==> src/rtl/plca_rx_decode_pkg.sv <==
// rtl/plca_rx_decode_pkg.sv - shared codes, state and symbol types for the PLCA receive decoder
package plca_rx_decode_pkg;

    // rx_cmd encodings, identical to the transmit-side ENCODE_TXD/ENCODE_TXER values
    localparam logic [1:0] BEACON = 2'b00;
    localparam logic [1:0] COMMIT = 2'b01;
    localparam logic [1:0] NONE   = 2'b10;

    localparam logic OK    = 1'b1;
    localparam logic FAIL  = 1'b0;
    localparam logic TRUE  = 1'b1;
    localparam logic FALSE = 1'b0;

    // RXD nibbles carried with RX_ER=1, RX_DV=0
    localparam logic [3:0] RXD_BEACON = 4'b0010;
    localparam logic [3:0] RXD_COMMIT = 4'b0011;

    localparam logic [7:0] BCN_CNT_INIT = 8'd2;
    localparam logic [7:0] BCN_CNT_MAX  = 8'd255;

    // Qualification counter values. In R_IDLE q remembers which command symbol
    // was seen once; in R_BEACON/R_COMMIT it counts one mismatching symbol.
    localparam logic [1:0] Q_NONE  = 2'd0;
    localparam logic [1:0] Q_BCN1  = 2'd1;
    localparam logic [1:0] Q_CMT1  = 2'd2;
    localparam logic [1:0] Q_MISS1 = 2'd1;

    typedef enum logic [1:0] {
        R_IDLE   = 2'd0,
        R_BEACON = 2'd1,
        R_COMMIT = 2'd2,
        R_DATA   = 2'd3
    } rx_state_t;

    typedef enum logic [2:0] {
        SYM_DAT = 3'd0,
        SYM_BCN = 3'd1,
        SYM_CMT = 3'd2,
        SYM_IDL = 3'd3,
        SYM_OTH = 3'd4
    } sym_class_t;

    function automatic logic [1:0] cmd_of_state(input rx_state_t s);
        case (s)
            R_BEACON: cmd_of_state = BEACON;
            R_COMMIT: cmd_of_state = COMMIT;
            default:  cmd_of_state = NONE;
        endcase
    endfunction

endpackage

==> src/rtl/plca_rx_sym_class.sv <==
// rtl/plca_rx_sym_class.sv - combinational MII receive symbol classifier
module plca_rx_sym_class
    import plca_rx_decode_pkg::*;
(
    input  logic       rx_dv,
    input  logic       rx_er,
    input  logic [3:0] rxd,
    output logic [2:0] sym_class
);

    sym_class_t cls;

    // RX_DV dominates; with RX_DV low the error flag selects idle vs command codes
    always_comb begin
        cls = SYM_OTH;
        if (rx_dv) begin
            cls = SYM_DAT;
        end else if (!rx_er) begin
            cls = SYM_IDL;
        end else if (rxd == RXD_BEACON) begin
            cls = SYM_BCN;
        end else if (rxd == RXD_COMMIT) begin
            cls = SYM_CMT;
        end
    end

    assign sym_class = cls;

endmodule

==> src/rtl/plca_rx_decode.sv <==
// rtl/plca_rx_decode.sv - PLCA receive decoder: BEACON/COMMIT qualification from MII RX
module plca_rx_decode
    import plca_rx_decode_pkg::*;
(
    input  logic       clk,
    input  logic       reset,
    input  logic       plca_reset,
    input  logic       plca_en,
    input  logic       plca_status,
    input  logic       RX_DV,
    input  logic       RX_ER,
    input  logic [3:0] RXD,
    output logic [1:0] rx_cmd,
    output logic       receiving,
    output logic       beacon_det,
    output logic [7:0] beacon_len,
    output logic       false_carrier,
    output logic [1:0] rx_state
);

    logic [2:0] cls_raw;
    sym_class_t cls;

    rx_state_t  state_q, state_d;
    logic [1:0] q_q, q_d;
    logic [7:0] cnt_q, cnt_d;
    logic [7:0] blen_q, blen_d;
    logic [1:0] cmd_q, cmd_d;
    logic       recv_q, recv_d;
    logic       det_q, det_d;
    logic       fc_q, fc_d;
    logic       gated;

    plca_rx_sym_class u_sym_class (
        .rx_dv     (RX_DV),
        .rx_er     (RX_ER),
        .rxd       (RXD),
        .sym_class (cls_raw)
    );

    assign cls   = sym_class_t'(cls_raw);
    assign gated = plca_reset | ~plca_en | (plca_status == FAIL);

    // Next-state, qualification counter, beacon length and output pulses
    always_comb begin
        state_d = state_q;
        q_d     = q_q;
        cnt_d   = cnt_q;
        blen_d  = blen_q;
        fc_d    = FALSE;
        if (gated) begin
            // Abort without publishing the partial beacon length
            state_d = R_IDLE;
            q_d     = Q_NONE;
            cnt_d   = '0;
        end else begin
            case (state_q)
                R_IDLE: begin
                    case (cls)
                        SYM_DAT: begin
                            state_d = R_DATA;
                            q_d     = Q_NONE;
                        end
                        SYM_BCN: begin
                            if (q_q == Q_BCN1) begin
                                state_d = R_BEACON;
                                q_d     = Q_NONE;
                                cnt_d   = BCN_CNT_INIT;
                            end else begin
                                q_d = Q_BCN1;
                            end
                        end
                        SYM_CMT: begin
                            if (q_q == Q_CMT1) begin
                                state_d = R_COMMIT;
                                q_d     = Q_NONE;
                            end else begin
                                q_d = Q_CMT1;
                            end
                        end
                        SYM_OTH: begin
                            q_d  = Q_NONE;
                            fc_d = TRUE;
                        end
                        default: q_d = Q_NONE;
                    endcase
                end
                R_BEACON: begin
                    if (cls == SYM_BCN) begin
                        q_d = Q_NONE;
                        if (cnt_q != BCN_CNT_MAX) begin
                            cnt_d = cnt_q + 8'd1;
                        end
                    end else if (q_q == Q_MISS1) begin
                        state_d = (cls == SYM_DAT) ? R_DATA : R_IDLE;
                        q_d     = Q_NONE;
                        blen_d  = cnt_q;
                        cnt_d   = '0;
                    end else begin
                        q_d = Q_MISS1;
                    end
                end
                R_COMMIT: begin
                    if (cls == SYM_DAT) begin
                        state_d = R_DATA;
                        q_d     = Q_NONE;
                    end else if (cls == SYM_CMT) begin
                        q_d = Q_NONE;
                    end else if (q_q == Q_MISS1) begin
                        state_d = R_IDLE;
                        q_d     = Q_NONE;
                    end else begin
                        q_d = Q_MISS1;
                    end
                end
                R_DATA: begin
                    q_d = Q_NONE;
                    if (!RX_DV) begin
                        state_d = R_IDLE;
                    end
                end
                default: begin
                    state_d = R_IDLE;
                    q_d     = Q_NONE;
                end
            endcase
        end
        det_d  = ((state_d == R_BEACON) && (state_q != R_BEACON)) ? TRUE : FALSE;
        cmd_d  = gated ? NONE : cmd_of_state(state_q);
        recv_d = RX_DV;
    end

    // State and output registers
    always_ff @(posedge clk or posedge reset) begin
        if (reset) begin
            state_q <= R_IDLE;
            q_q     <= Q_NONE;
            cnt_q   <= '0;
            blen_q  <= '0;
            cmd_q   <= NONE;
            recv_q  <= 1'b0;
            det_q   <= 1'b0;
            fc_q    <= 1'b0;
        end else begin
            state_q <= state_d;
            q_q     <= q_d;
            cnt_q   <= cnt_d;
            blen_q  <= blen_d;
            cmd_q   <= cmd_d;
            recv_q  <= recv_d;
            det_q   <= det_d;
            fc_q    <= fc_d;
        end
    end

    assign rx_cmd        = cmd_q;
    assign receiving     = recv_q;
    assign beacon_det    = det_q;
    assign beacon_len    = blen_q;
    assign false_carrier = fc_q;
    assign rx_state      = state_q;

endmodule

==> config.mk <==
export PLATFORM = sky130hd
export DESIGN_NAME = plca_rx_decode
export DESIGN_NICKNAME = d
export VERILOG_FILES = /design/src/rtl/plca_rx_decode_pkg.sv /design/src/rtl/plca_rx_sym_class.sv /design/src/rtl/plca_rx_decode.sv
export SDC_FILE = /design/constraint.sdc
export NUM_CORES = 1
export LEC_CHECK = 0
export ABC_CLOCK_PERIOD_IN_PS = 4400
export BUFFER_PORTS_ARGS = -buffer_cell sky130_fd_sc_hd__buf_2
export CAP_MARGIN = 20
export CELL_PAD_IN_SITES_DETAIL_PLACEMENT = 1
export CELL_PAD_IN_SITES_GLOBAL_PLACEMENT = 2
export CORE_MARGIN = 4
export CORE_UTILIZATION = 37
export DETAILED_ROUTE_END_ITERATION = 12
export PLACE_DENSITY = 0.87
export RECOVER_POWER = 50
export SETUP_SLACK_MARGIN = 0.1
export SLEW_MARGIN = 10
export SYNTH_ARGS = -nofsm -noshare
export SYNTH_HDL_FRONTEND = slang
export SYNTH_SLANG_ARGS = --single-unit
==> constraint.sdc <==
create_clock -name clk -period 4.4 [get_ports clk]
set_clock_uncertainty 0.2 [all_clocks]
set_input_delay 0.22 -clock clk [delete_from_list [all_inputs] [get_ports clk]]
set_output_delay 0.22 -clock clk [all_outputs]
set_load 0.01 [all_outputs]
==> flow_summary.json <==
{
  "dpl.cell_count": 199,
  "die_h_um": 69.8,
  "grt_max_degree": 26,
  "synth_seq_cells": 25,
  "cts_root_buffer": "clkbuf_8",
  "layoutNonFillerInstCount": 206,
  "peakVddDrop_v": 0.0000912,
  "drv_cap": 0,
  "grt_usage": 0.141,
  "cts.path.max_buffers": 2,
  "first_pass_iters": 4,
  "yosysSeqAreaShare": 0.444,
  "io_pins": 26,
  "avgSynthCellArea_sq_um": 10.9,
  "syn_inst": 130,
  "post_route_cells_drive_above_1_share": 0.278,
  "finalHoldViolCount": 0,
  "cp.arrival_ns": 2.42,
  "netlist_area_sq_um": 1410,
  "syn_nets": 147,
  "clk_pin_slew_ns": 0.10,
  "antenna_cells": 0,
  "hold_class": "in2reg",
  "crit_path_start_kind": "flip-flop",
  "numCtsBuffers": 3,
  "postCtsSetupRepairBufs": 0,
  "area_growth_pct": 14.9,
  "dp_hpwl_um": 2460,
  "synth-edff-count": 0,
  "core_sq_um": 3690,
  "wl_um": 3330,
  "yosys_most_used_dff": "dfrtp_1",
  "cts_tree": "built",
  "grt_pass1_vias": 1152,
  "drc": 0,
  "critPathMaxStageDelay_ns": 0.50,
  "crit_fanout": 14,
  "outcome": "finished clean",
  "initial_core_util": 0.383,
  "ant_nets": 0,
  "dieArea_sq_um": 4870,
  "cts.sinks": 25,
  "total_power_uw": 420,
  "seqCellArea_sq_um": 627,
  "fin_crit_ns": 2.45,
  "critical_path.slowest_cell": "o211ai_2",
  "slew_headroom": 0.209,
  "htree_levels": 1,
  "rsz0062_at_grt": "no",
  "place_congestion": 0.886,
  "overflow": 0,
  "setup_violations": 0,
  "via_per_inst": 5.39,
  "critPathRequiredTime_ns": 4.37,
  "via_count": 1110,
  "fp.dieW_um": 69.8,
  "power_density_nw_per_um2": 259,
  "leakagePower_nw": 0.769,
  "avgRoutedWirePerCell_um": 16.2,
  "tns_ns": 0,
  "slew_viol_final": 0,
  "fin_crit_sh": 0.556,
  "path_class": "reg2reg",
  "grt_pass1_wl_um": 5620,
  "final_nets": 176,
  "clkLatencyLatePin_ns": 0.28,
  "antenna_found_initial": 0,
  "fmax_ghz": 0.409,
  "ys_types": 46,
  "worstMarginPinSlew_ns": 1.19,
  "multi_input_area_sq_um": 732,
  "cp_cell_sequence": "inv_1, ha_1, nand2b_1, o211ai_2, o21a_1, mux2_4",
  "synth-warning-count": 0,
  "synth_async_sr_flop_share": 1.00,
  "drt_iter0_markers": 46,
  "num_rows": 22,
  "numPortBuffers": 25,
  "nFillCells": 447,
  "end_kind": "flip-flop"
}
[registers in the layout (all words and copies together) (netlist names)]
register,cells
rx_state,2
false_carrier,1
q_q,2
receiving,1
rx_cmd,2
cnt_q,8
beacon_len,8
beacon_det,1
[cell families after synthesis]
| kind of cell | Yosys count | share of synthesized area |
|---|---|---|
| buf+inv | 8 | 0.0381 |
| fa+ha+maj | 6 | 0.0531 |
| flops | 25 | 0.444 |
| mux | 9 | 0.0744 |
| simple gates | 49 | 0.229 |
| compound gates | 33 | 0.161 |
[area by class of cell]
type / count / share of cell area
well taps: 48 / 0.0370
multi-input cells: 97 / 0.451
flip-flops and latches: 25 / 0.386
clock inverters: 1 / 0.00463
clock buffers: 3 / 0.0254
repair buffers: 28 / 0.0864
inverters: 4 / 0.00925
[where the power goes]
part	switching, mW	leakage (nW)	total [mW]	internal, mW
sequential	0.00196	0.342	0.234	0.232
clock	0.0811	0.0217	0.145	0.0644
combinational	0.0252	0.405	0.0407	0.0155
total	0.108	0.769	0.420	0.312
[per-stage QoR]
step / setup slack [ns] / utilization / cell area [sq um] / hold slack [ns]
2_1_floorplan: 2.42 / - / 1410 / 0.0466
3_3_place_gp: 2.07 / 0.423 / 1560 / 0.235
3_5_place_dp: 2.00 / 0.423 / 1560 / 0.241
4_1_cts: 1.96 / 0.439 / 1620 / 0.000403
5_1_grt: 1.78 / 0.440 / 1620 / 0.0315
6_report: 1.95 / 0.440 / 1620 / 0.0236
[worst max-delay path: cells and delay by family (launching register included)]
family	cells	cell delay, ns
mux	1	0.30
simple gates	1	0.14
flops	1	0.47
compound gates	2	0.74
buf+inv	1	0.12
fa+ha+maj	1	0.36
[cells in the mapped netlist (2+ instances only)]
cell,count,share of area
a21o_2,2,0.012
a31oi_1,3,0.013
nor2_4,2,0.016
and3_1,4,0.018
o211a_1,2,0.014
nand3_1,4,0.014
inv_1,4,0.011
nor2_1,4,0.011
nand4_1,3,0.013
o21ai_0,4,0.014
dfrtp_1,24,0.43
mux2_2,8,0.064
a21oi_1,11,0.039
nor3b_1,2,0.011
nand3b_1,2,0.011
nand2_1,10,0.027
ha_1,6,0.053
nor2b_1,2,0.0089
nand2b_1,4,0.018
a221o_1,2,0.014
or2_2,2,0.0089
[cell usage in the layout, fill, tap and decap left out, types with 3 or more instances in the layout]
cell type	n
mux2_2	8
nor2_1	4
nand2b_1	4
ha_1	6
and3_1	4
a21oi_1	11
dfrtp_1	24
o21ai_0	4
a31oi_1	3
buf_2	18
nand4_1	3
clkbuf_1	8
nand3_1	4
nand2_1	10
inv_1	4
clkbuf_8	3
[routing by layer]
| metal | vias to the layer above | share of wire | global-route usage |
|---|---|---|---|
| met5 | - | 0 | 0 |
| met4 | 0 | 0.014 | 0.0447 |
| met3 | 5 | 0.032 | 0.0304 |
| met2 | 20 | 0.48 | 0.234 |
| met1 | 552 | 0.47 | 0.181 |
| li1 | 533 | - | - |
[what timing repair did]
item / in CTS / in global routing
hold buffers: 1 / 1
gates resized for setup: 0 / 0
setup endpoints to repair: 0 / 0
hold endpoints to repair: 1 / 25
[path summary, 6_finish.rpt]
kind / from / end / slack (ns) / cells past startpoint
worst max-delay path: rx_state[1] / cnt_q[1] / 1.95 / 6
worst min-delay path: RX_ER / false_carrier / 0.02 / 2
worst max register to register: rx_state[1] / cnt_q[1] / 1.95 / 6
worst min register to register: beacon_len[5] / beacon_len[5] / 0.31 / 1
max in group asynchronous: reset / beacon_det / 2.48 / 4
min in group asynchronous: reset / q_q[1] / 0.18 / 3
No activity file was read; power rests on OpenSTA's default activity.
